## config.mk

```make
export PLATFORM = sky130hd
export DESIGN_NAME = flexsoc_rst_ctrl
export DESIGN_NICKNAME = d
export VERILOG_FILES = /design/src/rtl/flexsoc_pkg.sv /design/src/rtl/flexsoc_sync2.sv /design/src/rtl/flexsoc_rst_ctrl.sv
export SDC_FILE = /design/constraint.sdc
export NUM_CORES = 1
export LEC_CHECK = 0
export BUFFER_PORTS_ARGS = -buffer_cell sky130_fd_sc_hd__clkbuf_2
export CORE_MARGIN = 5
export CORE_UTILIZATION = 40
export CTS_BUF_LIST = sky130_fd_sc_hd__clkbuf_2 sky130_fd_sc_hd__clkbuf_4 sky130_fd_sc_hd__clkbuf_8
export DETAILED_ROUTE_END_ITERATION = 6
export PLACE_DENSITY = 0.6
export SYNTH_ARGS = -nofsm -noshare
export SYNTH_HDL_FRONTEND = slang
export SYNTH_SLANG_ARGS = --single-unit
```

## constraint.sdc

```tcl
create_clock -name CLK -period 2.46 [get_ports CLK]
set_clock_uncertainty 0.1 [all_clocks]
set_input_delay 0.123 -clock CLK [delete_from_list [all_inputs] [get_ports CLK]]
set_output_delay 0.123 -clock CLK [all_outputs]
set_load 0.01 [all_outputs]
```

## src/rtl/flexsoc_pkg.sv

```systemverilog
// Shared types for the FlexSoC reset sequencer.
//   rst_state_e  : sequencer state (PO_WAIT -> SYS_HOLD -> RUN)
//   CAUSE_*      : bit positions inside the sticky RST_CAUSE register
package flexsoc_pkg;

    typedef enum logic [1:0] {
        PO_WAIT  = 2'd0,   // power-on reset held, waiting for lock + PO_CYCLES
        SYS_HOLD = 2'd1,   // power-on released, system reset held SYS_CYCLES
        RUN      = 2'd2    // everything released
    } rst_state_e;

    localparam int CAUSE_BTN    = 0;
    localparam int CAUSE_LOCK   = 1;
    localparam int CAUSE_SYSREQ = 2;
    localparam int CAUSE_HOST   = 3;

endpackage

```

## src/rtl/flexsoc_sync2.sv

```systemverilog
// Generic two-flop synchroniser for a single-bit asynchronous level.
//   clk_i : destination clock
//   rst_i : async active-high reset, clears both stages
//   d_i   : asynchronous input
//   q_o   : synchronised output (two clk_i cycles of latency)
module flexsoc_sync2 (
    input  logic clk_i,
    input  logic rst_i,
    input  logic d_i,
    output logic q_o
);

    logic meta_q;
    logic sync_q;

    always_ff @(posedge clk_i or posedge rst_i) begin
        if (rst_i) begin
            meta_q <= 1'b0;
            sync_q <= 1'b0;
        end else begin
            meta_q <= d_i;
            sync_q <= meta_q;
        end
    end

    assign q_o = sync_q;

endmodule

```

## src/rtl/flexsoc_rst_ctrl.sv

```systemverilog
// Reset sequencer for the FlexSoC FPGA top (hclk domain).
// Releases PORESETn once both PLLs are locked for PO_CYCLES, then HRESETn
// SYS_CYCLES later. In RUN, a filtered PLL lock loss replays the full
// sequence; a core or host request replays only the system reset.
//   CLK          : hclk
//   RESET        : async active-high pushbutton reset
//   HPLL_LOCKED  : async HCLK PLL lock
//   TPLL_LOCKED  : async transport PLL lock
//   SYSRESETREQ  : core system reset request (level)
//   HOST_RST_REQ : host system reset request (single-cycle pulse)
//   CAUSE_CLR    : clears RST_CAUSE
//   PORESETn     : power-on reset, active-low
//   HRESETn      : system reset, active-low
//   RST_CAUSE    : sticky {host, sysreq, lock, button}
//   RST_BUSY     : high while either reset output is asserted
module flexsoc_rst_ctrl
    import flexsoc_pkg::*;
#(
    parameter int PO_CYCLES   = 15,
    parameter int SYS_CYCLES  = 8,
    parameter int LOCK_FILTER = 4,
    parameter int CTR_W       = 8
) (
    input  logic       CLK,
    input  logic       RESET,
    input  logic       HPLL_LOCKED,
    input  logic       TPLL_LOCKED,
    input  logic       SYSRESETREQ,
    input  logic       HOST_RST_REQ,
    input  logic       CAUSE_CLR,
    output logic       PORESETn,
    output logic       HRESETn,
    output logic [3:0] RST_CAUSE,
    output logic       RST_BUSY
);

    localparam int FLT_W = $clog2(LOCK_FILTER + 1);
    localparam logic [CTR_W-1:0] PO_LAST  = CTR_W'(PO_CYCLES - 1);
    localparam logic [CTR_W-1:0] SYS_LAST = CTR_W'(SYS_CYCLES - 1);
    localparam logic [FLT_W-1:0] FLT_MAX  = FLT_W'(LOCK_FILTER);

    // ------------------------------------------------------------------
    // Lock synchronisation and loss filter
    // ------------------------------------------------------------------
    logic hlock_s;
    logic tlock_s;
    logic lock_s;

    flexsoc_sync2 u_sync_hpll (
        .clk_i (CLK),
        .rst_i (RESET),
        .d_i   (HPLL_LOCKED),
        .q_o   (hlock_s)
    );

    flexsoc_sync2 u_sync_tpll (
        .clk_i (CLK),
        .rst_i (RESET),
        .d_i   (TPLL_LOCKED),
        .q_o   (tlock_s)
    );

    assign lock_s = hlock_s & tlock_s;

    // Starts saturated so lock_lost reads true until the PLLs are seen locked.
    logic [FLT_W-1:0] filt_q;
    logic             lock_lost;

    always_ff @(posedge CLK or posedge RESET) begin
        if (RESET) begin
            filt_q <= FLT_MAX;
        end else if (lock_s) begin
            filt_q <= '0;
        end else if (filt_q != FLT_MAX) begin
            filt_q <= filt_q + FLT_W'(1);
        end
    end

    assign lock_lost = (filt_q == FLT_MAX);

    // ------------------------------------------------------------------
    // Cause bits raised this cycle; only events seen in RUN count.
    // ------------------------------------------------------------------
    rst_state_e state_q;
    logic [3:0] cause_set;

    always_comb begin
        cause_set = '0;
        if (state_q == RUN) begin
            if (lock_lost) begin
                cause_set[CAUSE_LOCK] = 1'b1;
            end else begin
                cause_set[CAUSE_SYSREQ] = SYSRESETREQ;
                cause_set[CAUSE_HOST]   = HOST_RST_REQ;
            end
        end
    end

    // ------------------------------------------------------------------
    // Sequencer: every output is a flop updated alongside the state.
    // ------------------------------------------------------------------
    logic [CTR_W-1:0] cnt_q;
    logic             po_q;
    logic             hr_q;
    logic             busy_q;
    logic [3:0]       cause_q;

    always_ff @(posedge CLK or posedge RESET) begin
        if (RESET) begin
            state_q <= PO_WAIT;
            cnt_q   <= '0;
            po_q    <= 1'b0;
            hr_q    <= 1'b0;
            busy_q  <= 1'b1;
            cause_q <= 4'b0001;
        end else begin
            // Clear first so a same-cycle set event survives for its bit.
            cause_q <= (CAUSE_CLR ? 4'b0000 : cause_q) | cause_set;

            case (state_q)
                PO_WAIT: begin
                    if (!lock_s) begin
                        cnt_q <= '0;
                    end else if (cnt_q == PO_LAST) begin
                        state_q <= SYS_HOLD;
                        cnt_q   <= '0;
                        po_q    <= 1'b1;
                    end else begin
                        cnt_q <= cnt_q + CTR_W'(1);
                    end
                end

                SYS_HOLD: begin
                    if (lock_lost) begin
                        state_q <= PO_WAIT;
                        cnt_q   <= '0;
                        po_q    <= 1'b0;
                        hr_q    <= 1'b0;
                        busy_q  <= 1'b1;
                    end else if (cnt_q == SYS_LAST) begin
                        state_q <= RUN;
                        cnt_q   <= '0;
                        hr_q    <= 1'b1;
                        busy_q  <= 1'b0;
                    end else begin
                        cnt_q <= cnt_q + CTR_W'(1);
                    end
                end

                RUN: begin
                    if (lock_lost) begin
                        state_q <= PO_WAIT;
                        cnt_q   <= '0;
                        po_q    <= 1'b0;
                        hr_q    <= 1'b0;
                        busy_q  <= 1'b1;
                    end else if (SYSRESETREQ || HOST_RST_REQ) begin
                        state_q <= SYS_HOLD;
                        cnt_q   <= '0;
                        hr_q    <= 1'b0;
                        busy_q  <= 1'b1;
                    end
                end

                default: begin
                    state_q <= PO_WAIT;
                    cnt_q   <= '0;
                    po_q    <= 1'b0;
                    hr_q    <= 1'b0;
                    busy_q  <= 1'b1;
                end
            endcase
        end
    end

    assign PORESETn  = po_q;
    assign HRESETn   = hr_q;
    assign RST_BUSY  = busy_q;
    assign RST_CAUSE = cause_q;

endmodule

```

After elaboration in Yosys (flattened, before gate mapping). Index checks and enable logic that the tools add are counted.

Input bits: 7. Register bits: 24. Output and inout port bits: 7.

Eq/ne operators: 11. Reduce and logical (&&, ||, !) cells: 7. Muxes and demuxes: 34. $add $sub $neg: 2. Bitwise logic cells: 3.

Operator list (count): 8-bit two-way mux (6); 8-bit case mux with 3 select lines (1); 2-bit two-way mux (7); 1-bit two-way mux (12); 3-bit two-way mux (3); 8-bit by 1-bit adder with 8-bit output (second input constant) (1); 8-bit by 3-bit == test with 1-bit output (second input constant) (1); 8-bit by 4-bit == test with 1-bit output (second input constant) (1); 3-bit inequality test (second input constant) (2); 1-bit case mux with 3 select lines (2); 2-bit case mux with 3 select lines (1); 3-bit AND reduction (2); 4-bit two-way mux (1); 2-bit inequality test (second input constant) (2); 4-bit OR (1); 4-bit AND reduction (1); 3-bit by 1-bit adder with 3-bit output (second input constant) (1); 3-bit == test (second input constant) (1); 3-bit by 2-bit inequality test with 1-bit output (second input constant) (1); 2-bit by 1-bit == test with 1-bit output (second input constant) (1); 2-bit == test (second input constant) (1); 2-bit zero test (1); 2-bit by 1-bit inequality test with 1-bit output (second input constant) (1); 1-bit case mux with 2 select lines (1); other kinds (5) (5).

Depth between registers and ports, before layout. Gate-level depths: netlist (run 1).

Word-level depth: 4. Gate-level depth with buffers: 7. Gate-level depth less buffers: 6.

By module. Synthesis (run 1) repeated with hierarchy kept, for this count alone.

Cells, all modules: 125. Area, all modules: 1238.7 um^2.

By module, submodules not included: flexsoc_rst_ctrl (times used 1, cells each 119, seq. area each 504.2 um^2, area an instance 1131.1 um^2); flexsoc_sync2 (times used 2, cells each 3, seq. area each 50.0 um^2, area an instance 53.8 um^2).

Worst setup path before layout (run 1). OpenSTA, ideal clock, no wires.

Path type: register to register. Start: register state_q[0]. End: register hr_q, in the netlist HRESETn. Setup slack: 0.579 ns. Period minus slack after synthesis: 1.881 ns. Cell stages (with the launch flop): 8. Data required time: 2.235 ns. Arrival: 1.656 ns. Library setup time: 0.125 ns. Path buffers: 1. Cells stage by stage: dfrtp_1 > inv_1 > ha_1 > a21boi_2 > and2_1 > buf_4 > nor3_4 > mux2_2.

Cells in the longest elaborated chain, start to end: 3.

RTL lines: start: declaration (RTL line flexsoc_rst_ctrl.sv:84) `rst_state_e state_q;`; start signal: assignment (RTL line flexsoc_rst_ctrl.sv:110) `state_q <= PO_WAIT;`; start signal: assignment (RTL line flexsoc_rst_ctrl.sv:125) `state_q <= SYS_HOLD;`; start signal: assignment (RTL line flexsoc_rst_ctrl.sv:135) `state_q <= PO_WAIT;`; 2-bit by 1-bit == test with 1-bit output (tied with other cells) (RTL line flexsoc_rst_ctrl.sv:120) `case (state_q)`; 3-bit inequality test (no line) (tied with other cells); 3-bit AND reduction (no line); end signal: assignment (RTL line flexsoc_rst_ctrl.sv:113) `hr_q <= 1'b0;`; end signal: assignment (RTL line flexsoc_rst_ctrl.sv:138) `hr_q <= 1'b0;`; end signal: assignment (RTL line flexsoc_rst_ctrl.sv:143) `hr_q <= 1'b1;`; end: declaration (RTL line flexsoc_rst_ctrl.sv:104) `logic hr_q;`.

Parallel ways exist; a longest one is shown, timed or not. A chain may end at the register's enable or synchronous reset.

Final worst setup path (run 1).
Start: register state_q[0]. End: register state_q[0].

Cells in the longest elaborated chain, start to end: 3.

RTL lines (RTL line): 2-bit by 1-bit == test with 1-bit output (tied with other cells) (flexsoc_rst_ctrl.sv:120); 3-bit inequality test (no line) (tied with other cells); 4-bit AND reduction (no line).

Parallel ways exist; a longest one is shown, timed or not.

==> impl_metrics.yaml, run 1 <==
run_status:
  outcome: "finished clean"
final_layout:
  nNetsFinal: 156
  final_area_um2: 1500
  syn_to_final_growth_pct: 16.2
  fillCellCount: 300
  drive_gt1_share_pct: 22.9
  diodes: 0
place:
  hpwl_um: 1810
  io_buffers: 13
  place_area_um2: 1400
  gp_congestion: 0.833
routing:
  via_per_inst: 5.23
  drt_iter0_markers: 85
  remaining_drc_errors: 0
  wire_per_inst_um: 13.3
  first_pass_iters: 4
  drt_wl_total_um: 2450
  via_count: 963
  antenna_left: 0
clock_tree:
  clk_path_buf_depth: 2
  cts_hold_buf: 6
  cts.htree.levels: 1
  post_cts.repair.setup_buffers: 0
  numCtsBuffers: 3
  cts_tree: "done"
  clock_sinks: 24
  cts-resized-gates: 0
  clkLatencyLatePin_ns: 0.32
  cts-root-buf: "clkbuf_4"
  clkSlewWorstSetupHoldPaths_ns: 0.12
floorplanning:
  initial_core_util_pct: 41.8
  die-area_um2: 4450
  die_height_um: 66.7
  core_area_um2: 3080
  die_x_um: 66.7
  ioPinCount: 14
  num_rows: 20
critical_path:
  endpoint_kind: "register"
  crit_chain: "inv_1 > ha_1 > a21boi_2 > and2_1 > o41ai_2 > a211o_1"
  slowest_delay_ns: 0.43
  cpMaxStageDelayCell: "dfrtp_1"
  crit_fanout: 8
  start_kind: "register"
  path_class: "reg2reg"
  required_ns: 2.57
  worstPathArrival_ns: 2.21
pwr:
  ir_drop_mv: 0.356
  intPower_uw: 754
  swShare_pct: 36.3
  power_leakage_nw: 0.640
  switching_power_uw: 429
  power_frac_comb_pct: 37.0
  p_clk_share_pct: 17.7
  p_seq_share_pct: 45.3
  powerDensity_nw_per_um2: 792
synth:
  yosysTopAreaCellShare_pct: 40.9
  ys_seq_elements: 24
  synth_area_per_cell_um2: 10.9
  yosysUniqueCellTypes: 37
  yosysMostFrequentCell: "dfrtp_1"
  synthTopCellsByArea: "dfrtp_1 41%, ha_1 7.8%, dfstp_2 6.1%"
  synth-async-reset-ratio_pct: 100
  synth_cells: 118
  synth_nets: 133
  synth-main-ff-cell: "dfrtp_1"
  synth_edf_count: 0
  synth_top_cells_by_count: "21 x dfrtp_1, 13 x inv_1, 9 x a21oi_1, 9 x nand2_1, 8 x ha_1"
  synth_seq_area_share_pct: 47.0
  syn-cell-area_um2: 1290
  ys_warn_count: 0
  synth_area_leader_cell: "dfrtp_1"
sta:
  drv_slew: 0
  fmax_mhz: 477
  worst_slew_pin_slew_ns: 0.876
  min_period_ns: 2.10
  rsz0062_at_grt: "no"
  hold_violations: 0
  setup_viol: 0
  tns_ns: 0
  min_period_over_period_pct: 85.3
  slew_headroom_pct: 41.6
grt:
  antenna_found_initial: 0
  grt_max_degree: 25
  grt_pass1_wl_um: 4380
  first_global_vias: 947
  grt_use_total_pct: 12.8
  grt_overflow: 0
worst_hold_path:
  min_path_type: "reg2reg"
flow_run:
  drv_cap: 0
-- flip-flops by register name, summed over array words and instances (netlist names) --
register,flops
u_sync_hpll.meta_q,1
PORESETn,1
u_sync_tpll.meta_q,1
RST_CAUSE,4
u_sync_hpll.q_o,1
HRESETn,1
cnt_q,8
filt_q,3
u_sync_tpll.q_o,1
RST_BUSY,1
state_q,2
-- cells by family (layout without fill, tap and decap cells) --
kind of cell               count (synthesis)  in the layout  synth area share, %
and+or+nand+nor                           28             28                 12.7
DFF                                       24             24                 47.0
muxes                                      3              3                 2.53
AOI/OAI and AO/OA                         37             37                 22.9
adders and majority gates                  8              8                 7.78
buffers and inverters                     14             36                 4.38
xor gates and xnor gates                   4              4                 2.72
-- final cells by class --
cell class                 instances  area [µm²]  share of cell area [%]
timing repair buffer              19         125                    8.37
inverter                          13        48.8                    3.26
multi-input combinational         80         626                    41.8
tap                               44        55.1                    3.68
clock buffer                       4        36.3                    2.43
sequential                        24         604                    40.4
-- critical path, delay by kind of cell (launching register included) --
kind / cells / cell delay (ns)
compound gates: 3 / 0.76
simple gates: 1 / 0.41
fa+ha+maj: 1 / 0.17
buf+inv: 1 / 0.12
flops: 1 / 0.43
-- stage by stage --
stage	total power [mW]	utilization, %	hold slack, ns	setup slack (ns)	cells
2_1_floorplan	0.876	-	0.0354	0.579	118
3_5_place_dp	0.978	45.4	0.133	0.395	174
3_3_place_gp	0.969	45.4	0.135	0.449	174
4_1_cts	1.19	48.6	0.268	0.375	184
6_report	1.18	48.6	0.263	0.362	184
5_1_grt	1.28	48.6	0.288	0.225	184
-- final timing paths --
path                                          from         endpoint  slack (ns)  depth (start not counted)
worst max-delay path                    state_q[0]       state_q[0]        0.36                          6
worst min-delay path            u_sync_hpll.meta_q  u_sync_hpll.q_o        0.26                          0
worst max register to register          state_q[0]       state_q[0]        0.36                          6
worst min register to register  u_sync_hpll.meta_q  u_sync_hpll.q_o        0.26                          0
max in group asynchronous                    RESET       state_q[1]        1.32                          3
min in group asynchronous                    RESET     RST_CAUSE[2]        0.39                          3
-- power by group through the flow --
stage               sequential [mW]  combinational, mW  clock (mW)
detailed placement            0.545              0.432           0
CTS                           0.537              0.442       0.215
finish                        0.536              0.438       0.210
floorplan                     0.542              0.333           0
global placement              0.542              0.428           0
global route                  0.549              0.492       0.241
-- cells in the final DEF (no fill, tap or decap), types with 3 or more instances in the layout --
cell / count
inv_1: 13
dlygate4sd3_1: 6
nand2_1: 9
a211oi_1: 3
a21oi_1: 9
xnor2_1: 4
dfrtp_1: 21
o21ai_0: 6
clkbuf_2: 13
ha_1: 8
nand3_1: 4
o211ai_1: 6
nor2_1: 3
clkbuf_4: 3
dfstp_2: 3
-- routing by layer --
metal	global-route usage, %	vias up	wire length [µm]	part of all wire, %
li1	-	477	-	-
met1	17.5	466	1150	47
met2	20.0	18	1160	47
met3	3.54	2	121	4.9
met4	3.05	0	19	0.78
met5	0	-	0	0
Power figures use the tool's default switching activity.
==> run 2, diff against run 1 <==
--- a/config.mk
+++ b/config.mk
@@ -5,12 +5,12 @@
 export SDC_FILE = /design/constraint.sdc
 export NUM_CORES = 1
 export LEC_CHECK = 0
-export BUFFER_PORTS_ARGS = -buffer_cell sky130_fd_sc_hd__clkbuf_2
 export CORE_MARGIN = 5
 export CORE_UTILIZATION = 40
 export CTS_BUF_LIST = sky130_fd_sc_hd__clkbuf_2 sky130_fd_sc_hd__clkbuf_4 sky130_fd_sc_hd__clkbuf_8
 export DETAILED_ROUTE_END_ITERATION = 6
-export PLACE_DENSITY = 0.6
+export DONT_BUFFER_PORTS = 1
+export PLACE_DENSITY = 0.56
 export SYNTH_ARGS = -nofsm -noshare
 export SYNTH_HDL_FRONTEND = slang
 export SYNTH_SLANG_ARGS = --single-unit
==> run 2 against run 1 <==
Net effect:
- routed wire length shrank 1.8%
- cell area decreased by 4.4%
- global-route usage barely moved
==> impl_metrics.yaml, run 2 (same netlist as run 1, synthesis figures left out) <==
run_status:
  outcome: "finished clean"
critical_path:
  rr_worst_depth: 6
  crit_fanout: 8
  start_kind: "register"
  required_ns: 2.57
  crit_chain: "inv_1 > ha_1 > a21boi_2 > and2_1 > o41ai_2 > a211o_1"
  slowest_delay_ns: 0.43
  endpoint_kind: "register"
  worstPathArrival_ns: 2.23
  cpMaxStageDelayCell: "dfrtp_1"
  path_class: "reg2reg"
sta:
  worst_slew_pin_slew_ns: 0.885
  drv_slew: 0
  hold_violations: 0
  setup_viol: 0
  min_period_ns: 2.12
  tns_ns: 0
  rsz0062_at_grt: "no"
  slew_headroom_pct: 41.0
  min_period_over_period_pct: 86.1
  fmax_mhz: 472
floorplanning:
  die-area_um2: 4450
  core_area_um2: 3080
  num_rows: 20
  die_x_um: 66.7
  ioPinCount: 14
  die_height_um: 66.7
  initial_core_util_pct: 41.8
grt:
  grt_pass1_wl_um: 4350
  grt_use_total_pct: 12.9
  antenna_found_initial: 0
  grt_overflow: 0
  grt_max_degree: 25
  first_global_vias: 940
final_layout:
  final_common_cell: "dfrtp_1"
  drive_gt1_share_pct: 15.0
  largest_register_ffs: 8
  regArea_um2: 604
  multi_input_area_um2: 626
  regMostFlops: "cnt_q"
  diodes: 0
  final_cells: 171
  layout_common_cells: "21 x dfrtp_1, 13 x inv_1, 9 x nand2_1, 9 x a21oi_1, 8 x ha_1"
  fillCellCount: 296
  syn_to_final_growth_pct: 11.2
  nNetsFinal: 143
routing:
  via_count: 919
  drt_iter0_markers: 71
  first_pass_iters: 4
  via_per_inst: 5.37
  wire_per_inst_um: 14.0
  drt_wl_total_um: 2400
  antenna_left: 0
  remaining_drc_errors: 0
clock_tree:
  cts-root-buf: "clkbuf_4"
  clk_path_buf_depth: 2
  clock_sinks: 24
  cts_tree: "done"
  numCtsBuffers: 3
  clkLatencyLatePin_ns: 0.31
  clkSlewWorstSetupHoldPaths_ns: 0.13
  cts-resized-gates: 0
  cts.htree.levels: 1
pwr:
  power_leakage_nw: 0.584
  power.total_mw: 1.16
  ir_drop_mv: 0.385
  powerDensity_nw_per_um2: 814
worst_hold_path:
  min_path_type: "in2reg"
  hold_path_depth: 3
place:
  placed_cells: 161
  gp_congestion: 0.841
  io_buffers: 0
  hpwl_um: 1800
flow_run:
  drv_cap: 0
## run 2: metrics by stage
stage               util, %  worst slack [ns]  hold slack (ns)  instance area [µm²]
floorplan                 -             0.579           0.0354                 1290
global placement       43.3             0.447           0.0545                 1330
detailed placement     43.3             0.363           0.0545                 1330
CTS                    46.5             0.343            0.176                 1430
global route           46.5             0.185            0.221                 1430
finish                 46.5             0.342            0.192                 1430
## run 2: worst paths after layout
path / start / to / slack, ns
min in group asynchronous: RESET / RST_CAUSE[1] / 0.32
max: state_q[0] / state_q[0] / 0.34
max in group asynchronous: RESET / cnt_q[1] / 1.40
min reg2reg: u_sync_tpll.meta_q / u_sync_tpll.q_o / 0.26
min: SYSRESETREQ / cnt_q[5] / 0.19
max reg2reg: state_q[0] / state_q[0] / 0.34
## run 2: layout make-up
class / instances / share of cell area [%]
timing repair buffer: 6 / 4.20
sequential: 24 / 42.3
tap: 44 / 3.85
inverter: 13 / 3.41
multi-input combinational: 80 / 43.7
clock buffer: 4 / 2.54
## run 2: repair_timing
action / CTS / global route
hold buffers: 6 / 0
endpoints found under the hold margin: 27 / 0
buffers inserted: 0 / 0
## run 2: power by group
| group | switching [mW] | internal, mW | leakage [nW] |
|---|---|---|---|
| clock | 0.116 | 0.0905 | 0.0210 |
| sequential | 0.0771 | 0.475 | 0.309 |
| combinational | 0.232 | 0.174 | 0.254 |
## run 2: critical path, delay by kind of cell, from the launching register on
family                     cells  cell delay (ns)
adders and majority gates      1             0.18
buffers and inverters          1             0.12
and+or+nand+nor                1             0.40
DFF                            1             0.43
AOI/OAI and AO/OA              3             0.78
## run 2: metal layers
| metal | share of wire (%) | GRT usage, % |
|---|---|---|
| met1 | 48 | 16.2 |
| met4 | 1.5 | 4.57 |
| met5 | 0 | 0 |
| met3 | 6.3 | 4.55 |
| met2 | 44 | 20.3 |
